==> src/rtl/prim_intr_moderator.sv <==
// prim_intr_moderator: INTR_STATE/ENABLE/TEST primitive with a moderated aggregate IRQ.
// Optional macro PRIM_INTR_MOD_STATS_EN adds fire_cnt_o, a saturating count of FIRE entries.
module prim_intr_moderator #(
   parameter int unsigned      Width      = 8,
   parameter logic [Width-1:0] StatusMask = '0,
   parameter int unsigned      CntW       = 8,
   parameter int unsigned      TimerW     = 16
) (
   input  logic              clk_i,
   input  logic              rst_i,
   input  logic [Width-1:0]  event_intr_i,
   input  logic [Width-1:0]  intr_enable_i,
   input  logic [Width-1:0]  intr_test_i,
   input  logic              intr_test_qe_i,
   input  logic [Width-1:0]  intr_clear_i,
   input  logic              intr_clear_qe_i,
   input  logic [CntW-1:0]   coal_thresh_i,
   input  logic [TimerW-1:0] coal_timeout_i,
   input  logic [TimerW-1:0] holdoff_i,
   input  logic              irq_ack_i,
   output logic [Width-1:0]  intr_state_o,
   output logic [Width-1:0]  intr_o,
`ifdef PRIM_INTR_MOD_STATS_EN
   output logic [15:0]       fire_cnt_o,
`endif
   output logic              irq_o
);
   typedef enum logic [1:0] {IDLE, ACCUM, FIRE, HOLDOFF} state_e;
   state_e            r_fsm, w_fsm_next;
   logic [Width-1:0]  r_state, r_intr, r_test_q;
   logic [Width-1:0]  w_new_ev, w_test_q_next, w_clr, w_state_next;
   logic [CntW-1:0]   r_ev_cnt, w_cnt_base;
   logic [TimerW-1:0] r_timer;
   logic              r_irq, w_pend, w_hit, w_fire, w_trans;
   assign w_new_ev      = event_intr_i | (intr_test_i & {Width{intr_test_qe_i}});
   assign w_test_q_next = intr_test_qe_i ? intr_test_i : r_test_q;
   assign w_clr         = intr_clear_i & {Width{intr_clear_qe_i}};
   // Status bits follow raw input OR sticky test value; event bits latch with set winning over clear.
   assign w_state_next  = (StatusMask & (event_intr_i | w_test_q_next)) |
                          (~StatusMask & ((r_state & ~w_clr) | w_new_ev));
   assign w_pend  = |(r_state & intr_enable_i);
   assign w_hit   = |(w_new_ev & intr_enable_i & ~StatusMask);
   assign w_fire  = (coal_thresh_i != '0 && r_ev_cnt >= coal_thresh_i) ||
                    (coal_timeout_i != '0 && r_timer >= coal_timeout_i) ||
                    (coal_thresh_i == '0 && coal_timeout_i == '0);
   assign w_trans = w_fsm_next != r_fsm;
   // The count restarts when accumulation is abandoned or the IRQ is acknowledged; a hit in that cycle still counts.
   assign w_cnt_base = ((r_fsm == ACCUM && !w_pend) || (r_fsm == FIRE && irq_ack_i)) ? '0 : r_ev_cnt;
   // Moderation FSM next state.
   always_comb begin
      w_fsm_next = r_fsm;
      case (r_fsm)
         IDLE:    w_fsm_next = w_pend ? ACCUM : IDLE;
         ACCUM:   w_fsm_next = !w_pend ? IDLE : (w_fire ? FIRE : ACCUM);
         FIRE:    w_fsm_next = irq_ack_i ? HOLDOFF : FIRE;
         HOLDOFF: w_fsm_next = (r_timer >= holdoff_i) ? (w_pend ? ACCUM : IDLE) : HOLDOFF;
         default: w_fsm_next = IDLE;
      endcase
   end
   // Interrupt state, per-source outputs and test latch.
   always_ff @(posedge clk_i) begin
      if (rst_i) begin
         r_state  <= '0;
         r_intr   <= '0;
         r_test_q <= '0;
      end else begin
         r_state  <= w_state_next;
         r_intr   <= r_state & intr_enable_i;
         r_test_q <= w_test_q_next;
      end
   end
   // FSM state, coalescing counter, timer and registered aggregate IRQ.
   always_ff @(posedge clk_i) begin
      if (rst_i) begin
         r_fsm    <= IDLE;
         r_ev_cnt <= '0;
         r_timer  <= '0;
         r_irq    <= 1'b0;
      end else begin
         r_fsm    <= w_fsm_next;
         r_ev_cnt <= (w_hit && w_cnt_base != '1) ? w_cnt_base + 1'b1 : w_cnt_base;
         r_timer  <= w_trans ? '0 :
                     ((r_fsm == ACCUM || r_fsm == HOLDOFF) && r_timer != '1) ? r_timer + 1'b1 : r_timer;
         r_irq    <= w_fsm_next == FIRE;
      end
   end
`ifdef PRIM_INTR_MOD_STATS_EN
   logic [15:0] r_fire_cnt;
   // Saturating count of entries into FIRE.
   always_ff @(posedge clk_i) begin
      if (rst_i) r_fire_cnt <= '0;
      else if (w_fsm_next == FIRE && r_fsm != FIRE && r_fire_cnt != 16'hFFFF) r_fire_cnt <= r_fire_cnt + 16'd1;
   end
   assign fire_cnt_o = r_fire_cnt;
`endif
   assign intr_state_o = r_state;
   assign intr_o       = r_intr;
   assign irq_o        = r_irq;
endmodule

==> config.mk <==
export PLATFORM = sky130hd
export DESIGN_NAME = prim_intr_moderator
export DESIGN_NICKNAME = d
export VERILOG_FILES = /design/src/rtl/prim_intr_moderator.sv
export SDC_FILE = /design/constraint.sdc
export NUM_CORES = 1
export LEC_CHECK = 0
export BUFFER_PORTS_ARGS = -buffer_cell sky130_fd_sc_hd__clkbuf_2
export CORE_ASPECT_RATIO = 1.75
export CORE_MARGIN = 2
export CORE_UTILIZATION = 40
export CTS_BUF_LIST = sky130_fd_sc_hd__clkbuf_4
export DETAILED_ROUTE_END_ITERATION = 7
export PLACE_DENSITY = 0.61
export RECOVER_POWER = 50
export SLEW_MARGIN = 20
export SYNTH_ARGS = -nofsm -noshare
export SYNTH_HDL_FRONTEND = slang
export SYNTH_SLANG_ARGS = --single-unit
==> constraint.sdc <==
create_clock -name clk_i -period 2.7 [get_ports clk_i]
set_input_delay 0.27 -clock clk_i [delete_from_list [all_inputs] [get_ports clk_i]]
set_output_delay 0.27 -clock clk_i [all_outputs]
set_load 0.01 [all_outputs]
After elaboration in Yosys (flattened, before gate mapping). Index checks and enable logic that the tools add are counted.

Muxes and demuxes: 8. Add/sub/neg operators: 2. Magnitude comparators: 3. Reduce and logical (&&, ||, !) cells: 20. Equal/unequal tests: 7. Bitwise logic cells: 8.

Operator list (count): bitwise AND 8 bit (5); greater-or-equal comparator 16 bit (2); adder 16 x 1 -> 16 bit (second input constant) (1); logical NOT 16 bit (1); 2-to-1 mux 8 bit (2); != test 16 bit (second input constant) (1); bitwise OR 8 bit (2); nonzero test 16 bit (1); OR reduction 8 bit (2); adder 8 x 1 -> 8 bit (second input constant) (1); greater-or-equal comparator 8 bit (1); logical NOT 8 bit (1); != test 8 bit (second input constant) (1); NOT 8 bit (1); case mux 2 bit (4 select lines) (1); nonzero test 8 bit (1); logical AND 1 bit (7); equality test 2 bit (second input constant) (3); 2-to-1 mux 2 bit (3); logical OR 1 bit (4); equality test 2 x 1 -> 1 bit (second input constant) (1); logical NOT 2 bit (1); 2-to-1 mux 1 bit (2); != test 2 bit (1); other kinds (2) (2).

Flip-flop bits (word level): 43. Output and inout bits: 17. Input port bits: 77. Logic and storage cells: 54.

Logic depth before layout (Yosys ltp).
Depth in word-level cells: 9. Depth in mapped cells: 11. Depth with buffers taken out: 9.

Worst setup path after synthesis. No wires, ideal clock.

Path kind: reg-to-reg. Start point: reg r_timer[0]. End point: reg r_timer[0]. Required time: 2.628 ns. Setup slack: 0.347 ns. Stages on the path, launching flop included: 12. Buffers on the path: 2. Arrival time: 2.281 ns. Path through: dfxtp_1 -> inv_1 -> ha_1 -> nand2b_4 -> a2111oi_2 -> o21a_1 -> o211ai_2 -> a21oi_2 -> o221a_1 -> buf_6 -> buf_12 -> mux2i_1.

Cells in the longest elaborated chain, start to end: 9. Elaborated cells on any way between the ends: 14. Those cells by class: add/sub (1); order compare (2); eq/ne (2); mux (4); reduce/logical (5).

RTL lines: from (decl) (line 33) `logic [TimerW-1:0] r_timer;`; from (signal assigned) (line 82) `r_timer <= w_trans ? '0 :`; greater-or-equal comparator 16 bit (line 44) `(coal_timeout_i != '0 && r_timer >= coal_timeout_i) ||`; logical AND 1 bit (line 44); logical OR 1 bit (line 43) `assign w_fire = (coal_thresh_i != '0 && r_ev_cnt >= coal_thresh_i) ||`; logical OR 1 bit (line 44); 2-to-1 mux 2 bit (2 in a row) (line 54) `ACCUM: w_fsm_next = !w_pend ? IDLE : (w_fire ? FIRE : ACCUM);`; case mux 2 bit (4 select lines) (line 52) `case (r_fsm)`; != test 2 bit (line 46) `assign w_trans = w_fsm_next != r_fsm;`; OR reduction 2 bit (no line).

Several ways; a longest one is shown, not always the timed one. A chain may end at the register's enable or synchronous reset.

Worst setup path in the final report.
Start point: reg r_timer[7]. End point: reg r_timer[6].

The elaborated chain is that of the path after synthesis.

==> out/results.tsv <==
stage	metric	value	unit
synth	synth_seq_cells	43	
min_path	min-delay-start	intr_enable_i[3]	
power	powerDensity	354	nW/um^2
power	vdd_drop_max	0.000258	V
timing	grt_setup_unrepaired	false	
setup_path	cp-start-kind	register	
route	met1_length	2990	um
timing	fmax	401	MHz
synth	synth-main-ff-cell	dfxtp_1	
synth	syn_area	3260	sq um
synth	yosys.area.top_type	dfxtp_1	
power	internal-power	997	uW
cells_and_area	drive_gt1_frac	0.227	
power	switchingPower	395	uW
floorplan	dieArea	8910	sq um
synth	yosysTopAreaCellShare	0.264	
timing	worst_slew_pin_slew	0.494	ns
clock_network	clock-sinks	43	
route	drc	0	
flow_run	maxCapViolCount	0	
synth	ys_warn_count	0	
floorplan	fp-row-count	43	
power	pwr-share-clk	0.290	
synth	postSynthCellCount	402	
route	dr_wl_met2	4680	um
power	seq_power_share	0.485	
route	routedWlPerCell	14.2	um
setup_path	slowest_stage	dfxtp_1	
power	power.leakage	2.00	nW
floorplan	io_pins	94	
route	vias	3280	
clock_network	post-cts-setup-buffers	0	
min_path	hold_end	intr_o[3]	
synth	synth_area_per_cell	8.11	sq um
floorplan	start_util	0.412	
setup_path	slowest_delay	0.50	ns
clock_network	path_clk_slew	0.13	ns
cells_and_area	antenna_cells	0	
setup_path	cp_cell_sequence	ha_1 -> a21o_1 -> a2111oi_0 -> o21ai_0 -> a21oi_1 -> o221a_1 -> buf_12 -> mux2i_1	
route	route.met3.wl	323	um
floorplan	coreArea	7910	sq um
grt	grt_max_degree	26	
synth	yosysSeqAreaShare	0.264	
route	drt_iter0_drc	159	
timing	finClkSkew	0.00607	ns
grt	grt_pass1_wl	14200	um
route	vias_per_cell	5.53	
timing	relSlewSlack	0.670	
clock_network	insertion_delay	0.35	ns
route	top_layer	met4	
grt	antenna_found_initial	0	
cells_and_area	fin_util	0.498	
grt	first_global_vias	3277	
route	ant_nets	0	
timing	post-route-period-util	0.923	
floorplan	die_x	72.2	um
clock_network	ctsLongestPathBuffers	2	
floorplan	die_y	123	um
timing	finalSetupViolations	0	
setup_path	worstPathMaxFanout	17	
placement	dp_hpwl	7010	um
timing	hold_violations	0	
timing	period_needed	2.49	ns
placement	gp_congestion	0.892	
clock_network	cts_made_buffers	5	
synth	async_reset_ff_frac	0	
synth	synth_commonest_cells	nand2_1 (50), inv_1 (44), dfxtp_1 (43), ha_1 (42), nand4_1 (33)	
timing	finalSetupTns	0	ns
min_path	hp-class	input port to register	
synth	synth_edf_count	0	
synth	synth_area_leaders	dfxtp_1 (26%), ha_1 (16%), nand4_1 (6.3%)	
power	netSwitchingFraction	0.284	
setup_path	critPathCaptureType	register	
grt	track_usage	0.201	
synth	syn-num-nets	521	
setup_path	worstPathRequired	2.99	ns
synth	ys_types	53	
setup_path	rr_endpoint	r_timer[6]	
clock_network	h-tree-depth	2	
cells_and_area	area_delta_synth_final	20.8	%
timing	drv_slew	0	
grt	grt-ovfl-total	0	
setup_path	reg2reg_slack	0.21	ns
run_status	status	finished, final reports clean	
clock_network	cts_tree	yes	
synth	yosysMostFrequentCell	nand2_1	
power	pwr-share-comb	0.225	
cells_and_area	nets	622	
setup_path	arrival	2.78	ns
min_path	hold_depth	3	
setup_path	timing.rr.start	r_timer[7]	
setup_path	crit_type	register to register	
placement	io_buffers	93	
setup_path	rr_worst_depth	8	
route	wl	8440	um
clock_network	cts_root_buf	clkbuf_4	
route	dr.pass1.iters	5	
cells_and_area	fillers	795	
## registers in the layout, indices dropped and copies added (netlist names)
name	flops
r_fsm	2
intr_state_o	8
r_ev_cnt	8
r_timer	16
intr_o	8
irq_o	1
## stage by stage
stage               instance area (sq um)  total power, mW  cells  setup slack (ns)  hold WS, ns
floorplan                            3260            0.883    402             0.347        0.342
CTS                                  3950             1.41    593             0.138        0.118
finish                               3940             1.39    593             0.209        0.134
detailed placement                   3870             1.01    586             0.166        0.487
global placement                     3870             1.00    586             0.283        0.486
global route                         3940             1.48    593           0.00954        0.132
## worst max-delay path by stage
stage | from | end | slack (ns) | cells past startpoint
6_report | r_timer[7] | r_timer[6] | 0.21 | 8
5_1_grt | r_timer[7] | r_timer[6] | 0.01 | 8
4_1_cts | r_timer[13] | r_timer[8] | 0.14 | 9
3_5_place_dp | r_timer[13] | r_timer[8] | 0.17 | 9
3_3_place_gp | r_timer[13] | r_timer[10] | 0.28 | 9
2_1_floorplan | r_timer[0] | r_timer[0] | 0.35 | 11
## cells in the final DEF (no fill, tap or decap), drive strengths merged, types with 4 or more instances in the layout
master	synthesis	layout
clkbuf	8	98
nand2	50	50
inv	45	45
dfxtp	43	43
ha	42	42
nand4	33	33
nor2	29	29
a21oi	23	23
mux2i	17	17
buf	4	13
xnor2	12	12
a21o	10	10
nand3	9	9
o21ai	7	7
nor3	6	6
nor4	6	6
xor2	6	6
nor2b	5	5
a22oi	4	4
nand2b	4	4
## power by group through the flow
stage	Clock, mW	Sequential [mW]	Combinational, mW
floorplan	0	0.694	0.189
global placement	0	0.690	0.312
detailed placement	0	0.690	0.319
CTS	0.415	0.676	0.320
global route	0.445	0.679	0.353
finish	0.404	0.675	0.313
## critical path: cells and delay by family (launching register included)
kind	cells	cell delay, ns
AO/OA/AOI/OAI	5	1.24
flip-flops	1	0.50
adder cells (fa/ha/maj)	1	0.30
multiplexers	1	0.20
buffers and inverters	1	0.18
## layout make-up
cell class	count	area, sq um	area share
multi-input combinational	302	2160	0.548
sequential	43	863	0.219
timing repair buffer	106	559	0.142
inverter	45	169	0.0429
tap	90	113	0.0286
clock buffer	5	37.5	0.00954
clock inverter	2	37.5	0.00954
## cell families (layout without fill, tap and decap cells)
kind of cell,count (synthesis),count (layout),synth area share
flip-flops,43,43,0.264
XOR/XNOR,18,18,0.0484
adder cells (fa/ha/maj),42,42,0.161
buffers and inverters,57,158,0.0741
AO/OA/AOI/OAI,70,70,0.159
multiplexers,18,18,0.0557
AND/OR/NAND/NOR,154,154,0.237
## what timing repair did
action,CTS,global route
gates resized for setup,0,2
endpoints found under the setup margin,0,3
hold buffers,0,0
## layer usage
layer / up-vias / GRT usage
li1: 1635 / -
met1: 1519 / 0.192
met2: 96 / 0.394
met3: 30 / 0.0285
met4: 0 / 0.113
met5: - / 0
(Power assumes the default switching activity.)
